`config.mk`:
```
export PLATFORM = sky130hd
export DESIGN_NAME = res_packer
export DESIGN_NICKNAME = d
export VERILOG_FILES = /design/src/rtl/res_packer.sv
export SDC_FILE = /design/constraint.sdc
export NUM_CORES = 1
export LEC_CHECK = 0
export BUFFER_PORTS_ARGS = -buffer_cell sky130_fd_sc_hd__buf_2
export CAP_MARGIN = 20
export CORE_MARGIN = 2
export CORE_UTILIZATION = 40
export DETAILED_ROUTE_END_ITERATION = 16
export GPL_ROUTABILITY_DRIVEN = 0
export PLACE_DENSITY = 0.72
export SETUP_SLACK_MARGIN = 0.5
export SYNTH_ARGS = -nofsm -noshare
export SYNTH_HDL_FRONTEND = slang
export SYNTH_SLANG_ARGS = --single-unit
```
`constraint.sdc`:
```
create_clock -name clk -period 1.94 [get_ports clk]
set_input_delay 0.194 -clock clk [delete_from_list [all_inputs] [get_ports clk]]
set_output_delay 0.194 -clock clk [all_outputs]
set_load 0.05 [all_outputs]
```
`src/rtl/res_packer.sv`:
```
// Packs the 128x128 byte result image into 16-pixel, 1-bit-per-pixel words (MSB = leftmost pixel).
// Optional pass-wide count of set pixels on port ones_cnt when RES_PACKER_ONECNT_EN is defined.
module res_packer #(
  parameter logic [7:0] THRESH = 8'd0,
  parameter int         WORDS  = 1024
) (
  input  logic        clk,
  input  logic        reset,
  input  logic        start,
  output logic        busy,
  output logic        done,
  output logic        res_rd,
  output logic [13:0] res_addr,
  input  logic [7:0]  res_di,
  output logic        pk_wr,
  output logic [9:0]  pk_addr,
  output logic [15:0] pk_do
`ifdef RES_PACKER_ONECNT_EN
  ,
  output logic [14:0] ones_cnt
`endif
);

  typedef enum logic [2:0] {IDLE, READ, CAP, WR, FIN} state_t;

  localparam logic [9:0] K_LAST = 10'(WORDS - 1);

  state_t      state_q, state_d;
  logic [9:0]  k_q, k_d;
  logic [3:0]  j_q, j_d;
  logic [15:0] sh_q, sh_d;
  logic        busy_q, busy_d;
  logic        done_q, done_d;
  logic        res_rd_q, res_rd_d;
  logic [13:0] res_addr_q, res_addr_d;
  logic        pk_wr_q, pk_wr_d;
  logic [9:0]  pk_addr_q, pk_addr_d;
  logic [15:0] pk_do_q, pk_do_d;
  logic        cap;
  logic        pix;
`ifdef RES_PACKER_ONECNT_EN
  logic [14:0] ones_q, ones_d;
`endif

  function automatic logic pix_bit(input logic [7:0] d);
    return (d > THRESH);
  endfunction

  assign pix = pix_bit(res_di);

  always_comb begin
    state_d = state_q;
    k_d     = k_q;
    j_d     = j_q;
    sh_d    = sh_q;
    cap     = 1'b0;
    case (state_q)
      IDLE: begin
        if (start) begin
          state_d = READ;
          k_d     = '0;
          j_d     = '0;
        end
      end
      READ: begin
        // Read data lags the strobe by one cycle, so j=0 has nothing to capture yet.
        cap = (j_q != 4'd0);
        if (j_q == 4'd15) state_d = CAP;
        else              j_d     = j_q + 4'd1;
      end
      CAP: begin
        cap     = 1'b1;
        state_d = WR;
      end
      WR: begin
        if (k_q == K_LAST) begin
          state_d = FIN;
        end else begin
          k_d     = k_q + 10'd1;
          j_d     = '0;
          state_d = READ;
        end
      end
      FIN:     state_d = IDLE;
      default: state_d = IDLE;
    endcase
    if (cap) sh_d = {sh_q[14:0], pix};

    // Outputs are registered: derive them from the state being entered.
    busy_d     = (state_d == READ) || (state_d == CAP) || (state_d == WR);
    done_d     = (state_d == FIN);
    res_rd_d   = (state_d == READ);
    res_addr_d = (state_d == READ) ? {k_d, j_d} : 14'd0;
    pk_wr_d    = (state_d == WR);
    pk_addr_d  = (state_d == WR) ? k_d  : pk_addr_q;
    pk_do_d    = (state_d == WR) ? sh_d : pk_do_q;
  end

`ifdef RES_PACKER_ONECNT_EN
  always_comb begin
    ones_d = ones_q;
    if ((state_q == IDLE) && start) ones_d = '0;
    else if (cap && pix)            ones_d = ones_q + 15'd1;
  end
`endif

  always_ff @(posedge clk or posedge reset) begin
    if (reset) begin
      state_q    <= IDLE;
      k_q        <= '0;
      j_q        <= '0;
      sh_q       <= '0;
      busy_q     <= 1'b0;
      done_q     <= 1'b0;
      res_rd_q   <= 1'b0;
      res_addr_q <= '0;
      pk_wr_q    <= 1'b0;
      pk_addr_q  <= '0;
      pk_do_q    <= '0;
`ifdef RES_PACKER_ONECNT_EN
      ones_q     <= '0;
`endif
    end else begin
      state_q    <= state_d;
      k_q        <= k_d;
      j_q        <= j_d;
      sh_q       <= sh_d;
      busy_q     <= busy_d;
      done_q     <= done_d;
      res_rd_q   <= res_rd_d;
      res_addr_q <= res_addr_d;
      pk_wr_q    <= pk_wr_d;
      pk_addr_q  <= pk_addr_d;
      pk_do_q    <= pk_do_d;
`ifdef RES_PACKER_ONECNT_EN
      ones_q     <= ones_d;
`endif
    end
  end

  assign busy     = busy_q;
  assign done     = done_q;
  assign res_rd   = res_rd_q;
  assign res_addr = res_addr_q;
  assign pk_wr    = pk_wr_q;
  assign pk_addr  = pk_addr_q;
  assign pk_do    = pk_do_q;
`ifdef RES_PACKER_ONECNT_EN
  assign ones_cnt = ones_q;
`endif

endmodule

```
==> impl_metrics.csv <==
group,metric,value,unit
yosys,synth_cell_types,50,
worst_setup_path,cp-start-kind,"flop",
die,ios,55,
clock_tree,worstSkewPairLatency,370,ps
worst_setup_path,worstPathCellList,"inv_1, ha_1, or3b_4, a21oi_4, nor2_4, clkbuf_16, mux2_4",
global_route,grt_pass1_wl,13600,um
final_layout,multi_input_area,1750,um^2
final_layout,area_delta_synth_final,49.7,%
global_route,track_usage,0.201,
yosys,yosysTopAreaCellShare,0.578,
yosys,ys_seq_area_frac,0.578,
sta,clock_skew,9.22,ps
sta,setup_viol,0,
final_layout,regArea,1910,um^2
sta,worstMarginPinSlew,542,ps
die,die_w,94.7,um
final_layout,fin_nets,389,
routing,drt_pass1_iterations,4,
routing,via_count,2651,
die,die_h,94.7,um
clock_tree,cts_tree,"built",
final_layout,drive_above_1_share,0.608,
clock_tree,cts_buffer_depth,2,
worst_setup_path,worstPathMaxFanout,4,
pwr,ir_worst_vdd,526,uV
global_route,gr-total-overflow,0,
routing,wl_per_cell,19.1,um
pwr,powerDensity,1540,nW/um^2
placed_design,dpl.cell_count,425,
min_path,worst_hold_path_type,"in2reg",
final_layout,antenna_cells,0,
sta,rsz0062_at_grt,"true",
yosys,synth-edff-count,0,
die,rows,33,
yosys,syn_area,3290,um^2
yosys,syn_area_per_cell,12.2,um^2
yosys,synthTopCellsByCount,"76 x dfrtp_1, 28 x mux2_2, 20 x a21oi_1",
clock_tree,cts_made_buffers,9,
global_route,grt_max_degree,54,
worst_setup_path,critPathMaxStageDelay,400,ps
global_route,antenna_found_initial,0,
yosys,async_flop_share,1.00,
yosys,synth_top_area_cell,"dfrtp_1",
global_route,grt_pass1_vias,2613,
sta,post-route-period-util,0.940,
clock_tree,cts_root_buf,"clkbuf_8",
routing,vias_per_cell,5.47,
yosys,synth_warnings,0,
die,core_area,8090,um^2
routing,routed_wl,9280,um
worst_setup_path,critPathCaptureType,"flop",
yosys,synth.most_common_cell,"dfrtp_1",
placed_design,numPortBuffers,54,
placed_design,hpwlAfterDp,4600,um
sta,maxSlewViolCount,0,
yosys,synthCells,269,
routing,drc,0,
clock_tree,clkSlewWorstSetupHoldPaths,90,ps
clock_tree,htreeDepth,3,
sta,period_minus_slack,1820,ps
run,cap_violations,0,
pwr,p_leak,2.28,nW
routing,ant_nets,0,
sta,slew_headroom,0.638,
yosys,netlist_top_cells_area,"dfrtp_1 58%, mux2_2 9.6%, mux2_4 4.1%",
worst_setup_path,slowest_stage,"dfrtp_1",
die,die_area,8970,um^2
sta,max_freq,0.548,GHz
routing,drtIter0Drc,150,
yosys,ys_ff_latch,76,
sta,finalSetupTns,0,ps
final_layout,layout.cells.non_filler,485,
final_layout,fill_cells,579,
pwr,total_power,7.61,mW
worst_setup_path,worst-setup-path-type,"reg2reg",
yosys,ys.flop_type,"dfrtp_1",
yosys,synthesis.nets,283,
worst_setup_path,cp.arrival,2080,ps
clock_tree,cts_num_sinks,76,
run_status,status,"finished clean",
sta,final-hold-violation-count,0,
worst_setup_path,crit_required,2200,ps
die,initial_core_util,0.407,
final timing paths:
kind	cells after the start	start	slack, ps	to
setup / recovery	7	j_q[0]$_DFF_PP0_	120	sh_q[7]$_DFF_PP0_
hold / removal	5	res_di[4]	240	pk_do[0]$_DFFE_PP0P_
setup reg to reg	7	j_q[0]$_DFF_PP0_	120	sh_q[7]$_DFF_PP0_
hold reg to reg	1	pk_do[7]$_DFFE_PP0P_	520	pk_do[7]$_DFFE_PP0P_
max in group asynchronous	4	reset	870	state_q[2]$_DFF_PP0_
min in group asynchronous	3	reset	420	pk_addr[6]$_DFFE_PP0P_
through the flow:
stage	util	hold WS, ps	setup WS (ps)	area (um^2)
2_1_floorplan	-	402	205	3370
5_1_grt	0.609	285	78.2	4930
3_3_place_gp	0.467	259	127	3780
6_report	0.609	244	117	4930
3_5_place_dp	0.467	275	70.5	3780
4_1_cts	0.576	231	161	4660
cell usage in the layout, fill, tap and decap left out, types with 3 or more instances in the layout:
cell / synthesis / layout
and2_1: 4 / 3
buf_6: 1 / 17
a21oi_2: 0 / 10
nand3_1: 11 / 8
buf_16: 0 / 3
and3_1: 5 / 3
mux2_2: 28 / 5
nor2_1: 11 / 9
buf_4: 2 / 27
a21o_1: 5 / 4
nand2_1: 14 / 13
a31oi_1: 5 / 3
nor4_1: 4 / 4
dfrtp_2: 0 / 6
clkbuf_8: 0 / 9
a21oi_1: 20 / 5
a21oi_4: 1 / 6
inv_1: 9 / 6
o21ai_4: 0 / 5
buf_2: 5 / 54
buf_12: 1 / 4
dfrtp_1: 76 / 70
mux2_4: 9 / 32
clkinvlp_4: 0 / 4
kinds of logic (layout without fill, tap and decap cells):
| group | Yosys count | after routing | share of synthesized area |
|---|---|---|---|
| XOR/XNOR | 1 | 1 | 0.00266 |
| buffers and inverters | 24 | 135 | 0.0399 |
| AO/OA/AOI/OAI | 53 | 53 | 0.104 |
| multiplexers | 37 | 37 | 0.137 |
| flip-flops | 76 | 76 | 0.578 |
| AND/OR/NAND/NOR | 75 | 75 | 0.127 |
| adder cells (fa/ha/maj) | 3 | 3 | 0.0114 |
state kept, by name, summed over array words and instances, names as in the netlist:
register  cells
busy          1
done          1
j_q           4
k_q          10
pk_addr      10
pk_do        16
pk_wr         1
res_addr     14
res_rd        1
sh_q         15
state_q       3
layer usage:
| metal | vias up | part of all wire | track usage |
|---|---|---|---|
| li1 | 1176 | - | - |
| met1 | 1333 | 0.41 | 0.268 |
| met2 | 120 | 0.49 | 0.306 |
| met3 | 22 | 0.065 | 0.0535 |
| met4 | 0 | 0.030 | 0.0930 |
| met5 | - | 0 | 0 |
final cells by class:
cell class / count / share of cell area
Sequential cell: 76 / 0.387
Tap cell: 105 / 0.0266
Inverter: 9 / 0.00812
Clock buffer: 9 / 0.0251
Timing Repair Buffer: 110 / 0.186
Clock inverter: 7 / 0.0122
Multi-Input combinational cell: 169 / 0.355
what timing repair did:
action | CTS | global route
buffers inserted | 30 | 8
hold buffers | 1 | 0
pin swaps | 30 | 13
cloned | 3 | 2
gates resized for setup | 96 | 34
endpoints found under the hold margin | 23 | 0
endpoints found under the setup margin | 66 | 69
worst max-delay path: cells and delay by family, from the launching register on:
family	cells	cell delay [ps]
and+or+nand+nor	2	470
DFF	1	400
buffers and inverters	2	240
AOI/OAI and AO/OA	1	170
muxes	1	300
adders and majority gates	1	150
where the power goes:
part / switching (mW) / internal, mW / leakage (nW)
Sequential: 0.351 / 2.04 / 0.917
Clock: 0.659 / 0.483 / 0.0844
Combinational: 2.41 / 1.67 / 1.28
Total: 3.42 / 4.19 / 2.28
No activity file was read; power rests on OpenSTA's default activity.
